===== src/rtl/led_pattern_gen.sv =====
// LED pattern generator: decodes an 8-bit control word into off/on/blink/breathe
// drive patterns. Parameter changes are applied only on PWM frame boundaries.
module led_pattern_gen #(
  parameter int PWM_PRESC   = 4,
  parameter int BREATHE_INC = 8
) (
  input  logic       clk,
  input  logic       reset_n,
  input  logic       step_tick,
  input  logic       para_load,
  input  logic [7:0] led_para,
  output logic       para_ack,
  output logic [3:0] led
);

  localparam int PW = (PWM_PRESC > 1) ? $clog2(PWM_PRESC) : 1;
  localparam logic [PW-1:0] PRESC_LAST = PW'(PWM_PRESC - 1);
  localparam logic [8:0]    INC9       = 9'(BREATHE_INC);

  localparam logic [1:0] MODE_OFF     = 2'b00;
  localparam logic [1:0] MODE_ON      = 2'b01;
  localparam logic [1:0] MODE_BLINK   = 2'b10;
  localparam logic [1:0] MODE_BREATHE = 2'b11;

  // Handshake: a para_load arms a pending update that is applied at the next
  // frame boundary; para_ack pulses one cycle after that boundary.
  typedef enum logic {HS_IDLE = 1'b0, HS_PENDING = 1'b1} hs_state_t;

  hs_state_t     state_q, state_d;
  logic [PW-1:0] presc;
  logic [7:0]    pwm_cnt;
  logic          adv, fb, apply;
  logic [7:0]    shadow;
  logic [1:0]    mode, rate;
  logic [3:0]    mask;
  logic [1:0]    step_cnt;
  logic          phase, dir_up;
  logic [7:0]    duty;
  logic [7:0]    duty_d;
  logic          dir_d;
  logic [8:0]    duty_up, duty_dn;
  logic [3:0]    led_d;

  assign adv = (presc == PRESC_LAST);
  assign fb  = adv && (pwm_cnt == 8'hFF);

  always_ff @(posedge clk) begin
    if (!reset_n) begin
      presc   <= '0;
      pwm_cnt <= '0;
    end else if (adv) begin
      presc   <= '0;
      pwm_cnt <= pwm_cnt + 8'd1;
    end else begin
      presc   <= presc + 1'b1;
    end
  end

  always_ff @(posedge clk) begin
    if (!reset_n) state_q <= HS_IDLE;
    else          state_q <= state_d;
  end

  always_comb begin
    state_d = state_q;
    case (state_q)
      HS_IDLE:    if (para_load) state_d = HS_PENDING;
      HS_PENDING: if (fb && !para_load) state_d = HS_IDLE;
      default:    state_d = HS_IDLE;
    endcase
  end

  always_comb begin
    apply = (state_q == HS_PENDING) && fb;
  end

  // shadow is read before being overwritten, so a load on the boundary cycle
  // applies the older value now and the new one at the following boundary.
  always_ff @(posedge clk) begin
    if (!reset_n) begin
      shadow   <= '0;
      mode     <= MODE_OFF;
      mask     <= '0;
      rate     <= '0;
      para_ack <= 1'b0;
    end else begin
      para_ack <= apply;
      if (para_load) shadow <= led_para;
      if (apply) begin
        mode <= shadow[1:0];
        rate <= shadow[3:2];
        mask <= shadow[7:4];
      end
    end
  end

  // Saturating breathe arithmetic; 9 bits so overflow/borrow is visible.
  always_comb begin
    duty_up = {1'b0, duty} + INC9;
    duty_dn = {1'b0, duty} - INC9;
    duty_d  = duty;
    dir_d   = dir_up;
    if (dir_up) begin
      if (duty_up >= 9'd255) begin
        duty_d = 8'hFF;
        dir_d  = 1'b0;
      end else begin
        duty_d = duty_up[7:0];
      end
    end else begin
      if (duty_dn[8] || (duty_dn == 9'd0)) begin
        duty_d = 8'h00;
        dir_d  = 1'b1;
      end else begin
        duty_d = duty_dn[7:0];
      end
    end
  end

  always_ff @(posedge clk) begin
    if (!reset_n) begin
      step_cnt <= '0;
      phase    <= 1'b0;
      duty     <= '0;
      dir_up   <= 1'b1;
    end else if (apply) begin
      step_cnt <= '0;
      phase    <= 1'b1;
      duty     <= '0;
      dir_up   <= 1'b1;
    end else if (step_tick) begin
      if (step_cnt == rate) begin
        step_cnt <= '0;
        phase    <= ~phase;
        duty     <= duty_d;
        dir_up   <= dir_d;
      end else begin
        step_cnt <= step_cnt + 2'd1;
      end
    end
  end

  always_comb begin
    led_d = 4'h0;
    case (mode)
      MODE_OFF:     led_d = 4'h0;
      MODE_ON:      led_d = mask;
      MODE_BLINK:   led_d = mask & {4{phase}};
      MODE_BREATHE: led_d = mask & {4{pwm_cnt < duty}};
      default:      led_d = 4'h0;
    endcase
  end

  always_ff @(posedge clk) begin
    if (!reset_n) led <= 4'h0;
    else          led <= led_d;
  end

endmodule


===== config.mk =====
export PLATFORM = sky130hd
export DESIGN_NAME = led_pattern_gen
export DESIGN_NICKNAME = d
export VERILOG_FILES = /design/src/rtl/led_pattern_gen.sv
export SDC_FILE = /design/constraint.sdc
export NUM_CORES = 1
export LEC_CHECK = 0
export ABC_AREA = 1
export BUFFER_PORTS_ARGS = -buffer_cell sky130_fd_sc_hd__clkbuf_2
export CAP_MARGIN = 20
export CORE_MARGIN = 1
export CORE_UTILIZATION = 43
export DETAILED_ROUTE_END_ITERATION = 8
export GPL_ROUTABILITY_DRIVEN = 0
export GPL_TIMING_DRIVEN = 0
export PLACE_DENSITY = 0.68
export SYNTH_ARGS = -nofsm -noshare
export SYNTH_HDL_FRONTEND = slang
export SYNTH_SLANG_ARGS = --single-unit

===== constraint.sdc =====
create_clock -name clk -period 4.05 [get_ports clk]
set_input_delay 1.0125 -clock clk [delete_from_list [all_inputs] [get_ports clk]]
set_output_delay 1.0125 -clock clk [all_outputs]
set_load 0.02 [all_outputs]

==> results.cfg, run 1 <==
[sta]
slew_violations = 0
fin_skew_ns = 0.00697
rsz0062_at_grt = no
min_period_over_period_pct = 44.4
period_minus_slack_ns = 1.80
setup_slack_ns = 2.25
finalSetupViolCount = 0
tightestPinTransition_ns = 0.396
setup_tns_ns = 0
finalHoldViolations = 0
max_clock_freq_mhz = 556
slew_headroom_pct = 73.6

[grt]
top_usage_layer = met2
antenna_found_initial = 0
met1_usage_pct = 22.0
grt_pass1_wl_um = 6860
globalRouteOverflowTotal = 0
use_met3_pct = 4.27
grt_usage_pct = 17.4
grt_util_met2_pct = 28.8
grt_pass1_vias = 1614
grt_max_degree = 15

[cells_and_area]
n_fill_cell = 437
antenna_cells = 0
layout.nets = 324
area_delta_synth_final_pct = 12.8
drive_gt1_share_pct = 11.6
design_area_sq_um = 2280
final_cells = 353
multiInputGateArea_sq_um = 1000
seq_area_sq_um = 841

[hold_path]
min_path_type = reg -> reg

[floorplanning]
core_sq_um = 4440
io_pins = 17
die_area_sq_um = 4970
die_w_um = 70.5
dieHeight_um = 70.5
initial_core_util_pct = 45.4
std_cell_rows = 24

[drt]
firstDrtPassIters = 4
routed_wl_um = 3750
ant_nets = 0
routedWlPerCell_um = 10.6
drc_errors = 0
vias = 1716
drtIter0Drc = 71
routed_via_density = 4.86

[setup_path]
worstSetupEndpointType = flop
worstSetupPathType = reg -> reg
critPathArrivalTime_ns = 1.98
worstSetupStartpointType = flop
cp.required_ns = 4.23
critPathMaxFanout = 9

[pwr]
p_leak_nw = 1.05
total_power_mw = 0.884
pwr_density_cell_nw_per_um2 = 388
ir_drop_uv = 285

[placed_design]
port_buffers = 16
placed_cell_area_sq_um = 2160
dp_hpwl_um = 2830
dp_slack_ns = 1.99
dp.cells = 345

[clock_network]
clock_sinks = 42
cts.repair.resized = 0
numCtsBuffers = 5
post-cts-setup-buffer-count = 0
cts_tree = built
clkLatencyLatePin_ns = 0.29
clockBufferDepth = 2
htree_levels = 2
path_clk_slew_ns = 0.08
cts_root_buffer = clkbuf_8
ctsHoldBuffers = 0

[logic_synthesis]
synth_flop_cell = dfxtp_1
synth_seq_cells = 42
yosysMostFrequentCell = nand2_1
yosys.area.top_type = dfxtp_1
syn-cell-area_sq_um = 2020
syn_nets = 301
netlist_instances = 277
yosys-top-cells-area = dfxtp_1 (42%), nand2_1 (10%), ha_1 (7.4%)
yosys-top-cells-count = nand2_1 (54), dfxtp_1 (42), inv_1 (37)
synth_edf_count = 0
synth_area_per_cell_sq_um = 7.29
ys_async_sr_fraction_pct = 0
synth_seq_area_share_pct = 41.6
yosys_warnings = 0
netlist.area_leader.share_pct = 41.6
ys_types = 29

[run_status]
status = finished, final reports clean

[run]
max-cap-violations = 0
worst paths after layout:
kind / end / slack [ns] / cells past startpoint / from
worst min register to register: presc[0] / 0.43 / 1 / presc[0]
worst max-delay path: dir_up / 2.25 / 11 / duty[3]
worst max register to register: dir_up / 2.25 / 11 / duty[3]
worst min-delay path: presc[0] / 0.43 / 1 / presc[0]
cell type report:
class	instances	area share [%]
Sequential cell	42	36.9
Buffer	6	1.37
Timing Repair Buffer	16	3.52
Tap cell	52	2.86
Inverter	39	6.43
Clock buffer	5	3.02
Clock inverter	3	1.92
Multi-Input combinational cell	190	44.0
placed cells by master (no fill, tap or decap), types with 2 or more instances in the layout:
master	Yosys	routed
nor2_1	27	27
nand2_1	54	54
a21oi_1	23	23
nand2_2	2	2
nor3_1	5	5
clkbuf_1	3	3
xnor2_1	2	2
xor2_1	2	2
inv_2	2	2
nand3_1	21	21
clkbuf_8	0	5
ha_1	12	12
o21ai_0	25	25
inv_1	37	37
nand4_1	5	5
dfxtp_1	42	42
o211ai_1	2	2
clkbuf_2	0	16
routing by layer:
| layer | vias to the layer above | share of wire [%] |
|---|---|---|
| li1 | 944 | - |
| met4 | 0 | 1.5 |
| met5 | - | 0 |
| met3 | 5 | 3.7 |
| met2 | 29 | 44 |
| met1 | 738 | 51 |
cell families after synthesis:
family	after synthesis	synth area share, %
and+or+nand+nor	123	27.4
AOI/OAI and AO/OA	51	12.9
buffers and inverters	45	8.80
DFF	42	41.6
adders and majority gates	12	7.43
xor gates and xnor gates	4	1.74
report_power, final:
| group | total, mW | leakage (nW) | switching [mW] | internal (mW) |
|---|---|---|---|---|
| Clock | 0.332 | 0.0585 | 0.148 | 0.185 |
| Combinational | 0.110 | 0.652 | 0.0684 | 0.0415 |
| Sequential | 0.442 | 0.343 | 0.0124 | 0.430 |
sequential cells by signal, indices dropped and copies added (netlist names):
register and count:
dir_up 1, phase 1, rate 2, mask 4
para_ack 1, state_q 1, duty 6, step_cnt 2
mode 2, pwm_cnt 8, presc 2, shadow 8
led 4
worst max-delay path, stage by stage, from the launching register on:
cell and delay, ns:
dfxtp_1 0.43, inv_1 0.19, ha_1 0.36, nand2_1 0.06, nand2_1 0.06, nand2_1 0.05, nor2_1 0.10, nand3_1 0.11
nand2_1 0.13, nand2_1 0.06, nand2_1 0.06, nand3_1 0.06
through the flow:
stage,utilization (%),hold WS (ns)
final,51.2,0.431
after global routing,51.2,0.466
after CTS,51.2,0.435
after detailed placement,48.7,0.427
after global placement,48.7,0.414
after floorplan,-,0.404
Note: power is estimated with default switching activity, not from simulation.
==> run 2, diff against run 1 <==
==> constraint.sdc (replaced) <==
create_clock -name clk -period 1.7 [get_ports clk]
set_input_delay 0.425 -clock clk [delete_from_list [all_inputs] [get_ports clk]]
set_output_delay 0.425 -clock clk [all_outputs]
set_load 0.02 [all_outputs]
==> results.cfg, run 2 (synthesis results as in run 1) <==
[placed_design]
dp.cells = 345
dp_slack_ns = -0.100
port_buffers = 16
dp_hpwl_um = 2830
placed_cell_area_sq_um = 2160

[hold_path]
hold_depth = 3
min-delay-start = led_para[1]
min_path_type = in -> reg
holdPathEnd = shadow[1]

[floorplanning]
core_sq_um = 4440
dieHeight_um = 70.5
initial_core_util_pct = 45.4
std_cell_rows = 24
io_pins = 17
die_area_sq_um = 4970
die_w_um = 70.5

[pwr]
ir_drop_uv = 677
p_leak_nw = 1.09
pwr_density_cell_nw_per_um2 = 895

[sta]
max_clock_freq_mhz = 635
finalSetupViolCount = 0
finalHoldViolations = 0
fin_skew_ns = 0.00794
min_period_over_period_pct = 92.6
period_minus_slack_ns = 1.57
slew_headroom_pct = 72.8
setup_slack_ns = 0.125
tightestPinTransition_ns = 0.408
slew_violations = 0

[cells_and_area]
drive_gt1_share_pct = 19.2
layout_common_cells = nand2_1 (53), inv_1 (35), dfxtp_1 (34)
largest_registers = pwm_cnt (8), shadow (8), duty (6)
design_area_sq_um = 2410
post-route-util_pct = 54.2
layout.nets = 331
antenna_cells = 0
final_cells = 360
layout_commonest_cell = nand2_1
area_delta_synth_final_pct = 19.3

[drt]
drtIter0Drc = 104
routed_wl_um = 3890
drc_errors = 0
ant_nets = 0
firstDrtPassIters = 4
routed_via_density = 4.95
vias = 1781
routedWlPerCell_um = 10.8

[clock_network]
cts_tree = built
clkLatencyLatePin_ns = 0.30
cts_root_buffer = clkbuf_8
clockBufferDepth = 2
htree_levels = 2
clock_sinks = 42
numCtsBuffers = 5
path_clk_slew_ns = 0.09

[grt]
top_usage_layer = met2
grt_usage_pct = 17.4
grt_util_met2_pct = 28.8
antenna_found_initial = 0
grt_pass1_vias = 1614
grt_pass1_wl_um = 6860
grt_max_degree = 15
globalRouteOverflowTotal = 0
met1_usage_pct = 22.0
use_met3_pct = 4.27

[setup_path]
critPathMaxFanout = 5
cp_num_buf_inv = 1
path_cells = inv_1 -> ha_1 -> a21oi_1 -> o21ai_0 -> nor3_1 -> nand2_1 -> a21oi_2
worstSetupEndpointType = flop
reg2reg_slack_ns = 0.13
worstSetupStartpointType = flop
critPathArrivalTime_ns = 1.80
cp.required_ns = 1.93
cp_slowest_cell = dfxtp_2
worstSetupPathType = reg -> reg
slowest_delay_ns = 0.36
r2r_start = duty[7]
critPathTopFamily = compound AO/OA/AOI/OAI gates
rr_worst_depth = 7
r2r_end = led[0]

[run]
max-cap-violations = 0

[run_status]
status = finished, final reports clean
==> run 2: cell types whose count changed in the layout (fill, tap and decap cells not counted), sizes merged <==
cell / change
buf: +7
==> run 2: final cells by class <==
cell class / count / area, sq um
Tap cell: 52 / 65.1
Clock buffer: 5 / 68.8
Multi-Input combinational cell: 190 / 1060
Timing Repair Buffer: 23 / 133
Fill cell: 422 / 2030
Inverter: 39 / 146
Clock inverter: 3 / 43.8
Buffer: 6 / 37.5
Sequential cell: 42 / 858
==> run 2: layer usage <==
metal / vias to the layer above / share of wire, %
li1: 964 / -
met5: - / 0
met2: 39 / 45
met4: 0 / 1.8
met1: 771 / 49
met3: 7 / 4.4
==> run 2: worst max path at each step <==
stage / from / end / depth (start not counted)
floorplan: presc[0] / duty[7] / 11
global placement: duty[3] / dir_up / 11
detailed placement: duty[3] / duty[1] / 10
CTS: duty[5] / led[0] / 8
global route: duty[3] / dir_up / 11
finish: duty[7] / led[0] / 7
==> run 2: tightest hold or removal path: stages <==
cell and delay [ns]:
clkbuf_2 0.07, nor2_1 0.03, nor2_1 0.08
==> run 2: timing repair <==
item	4_1_cts	5_1_grt
gates resized for setup	4	21
pin swaps	0	10
hold buffers	0	0
setup buffers	0	7
setup endpoints to repair	12	18
==> run 2: metrics by stage <==
step	total power [mW]	hold slack (ns)	TNS [ns]
2_1_floorplan	1.27	0.404	0
3_3_place_gp	1.33	0.414	-0.174
3_5_place_dp	1.34	0.427	-0.293
4_1_cts	2.14	0.340	0
5_1_grt	2.27	0.379	-0.0251
6_report	2.16	0.347	0
==> run 2: power by group <==
group	internal, mW	switching, mW	total, mW
Sequential	1.03	0.0311	1.06
Combinational	0.125	0.172	0.296
Clock	0.440	0.363	0.803
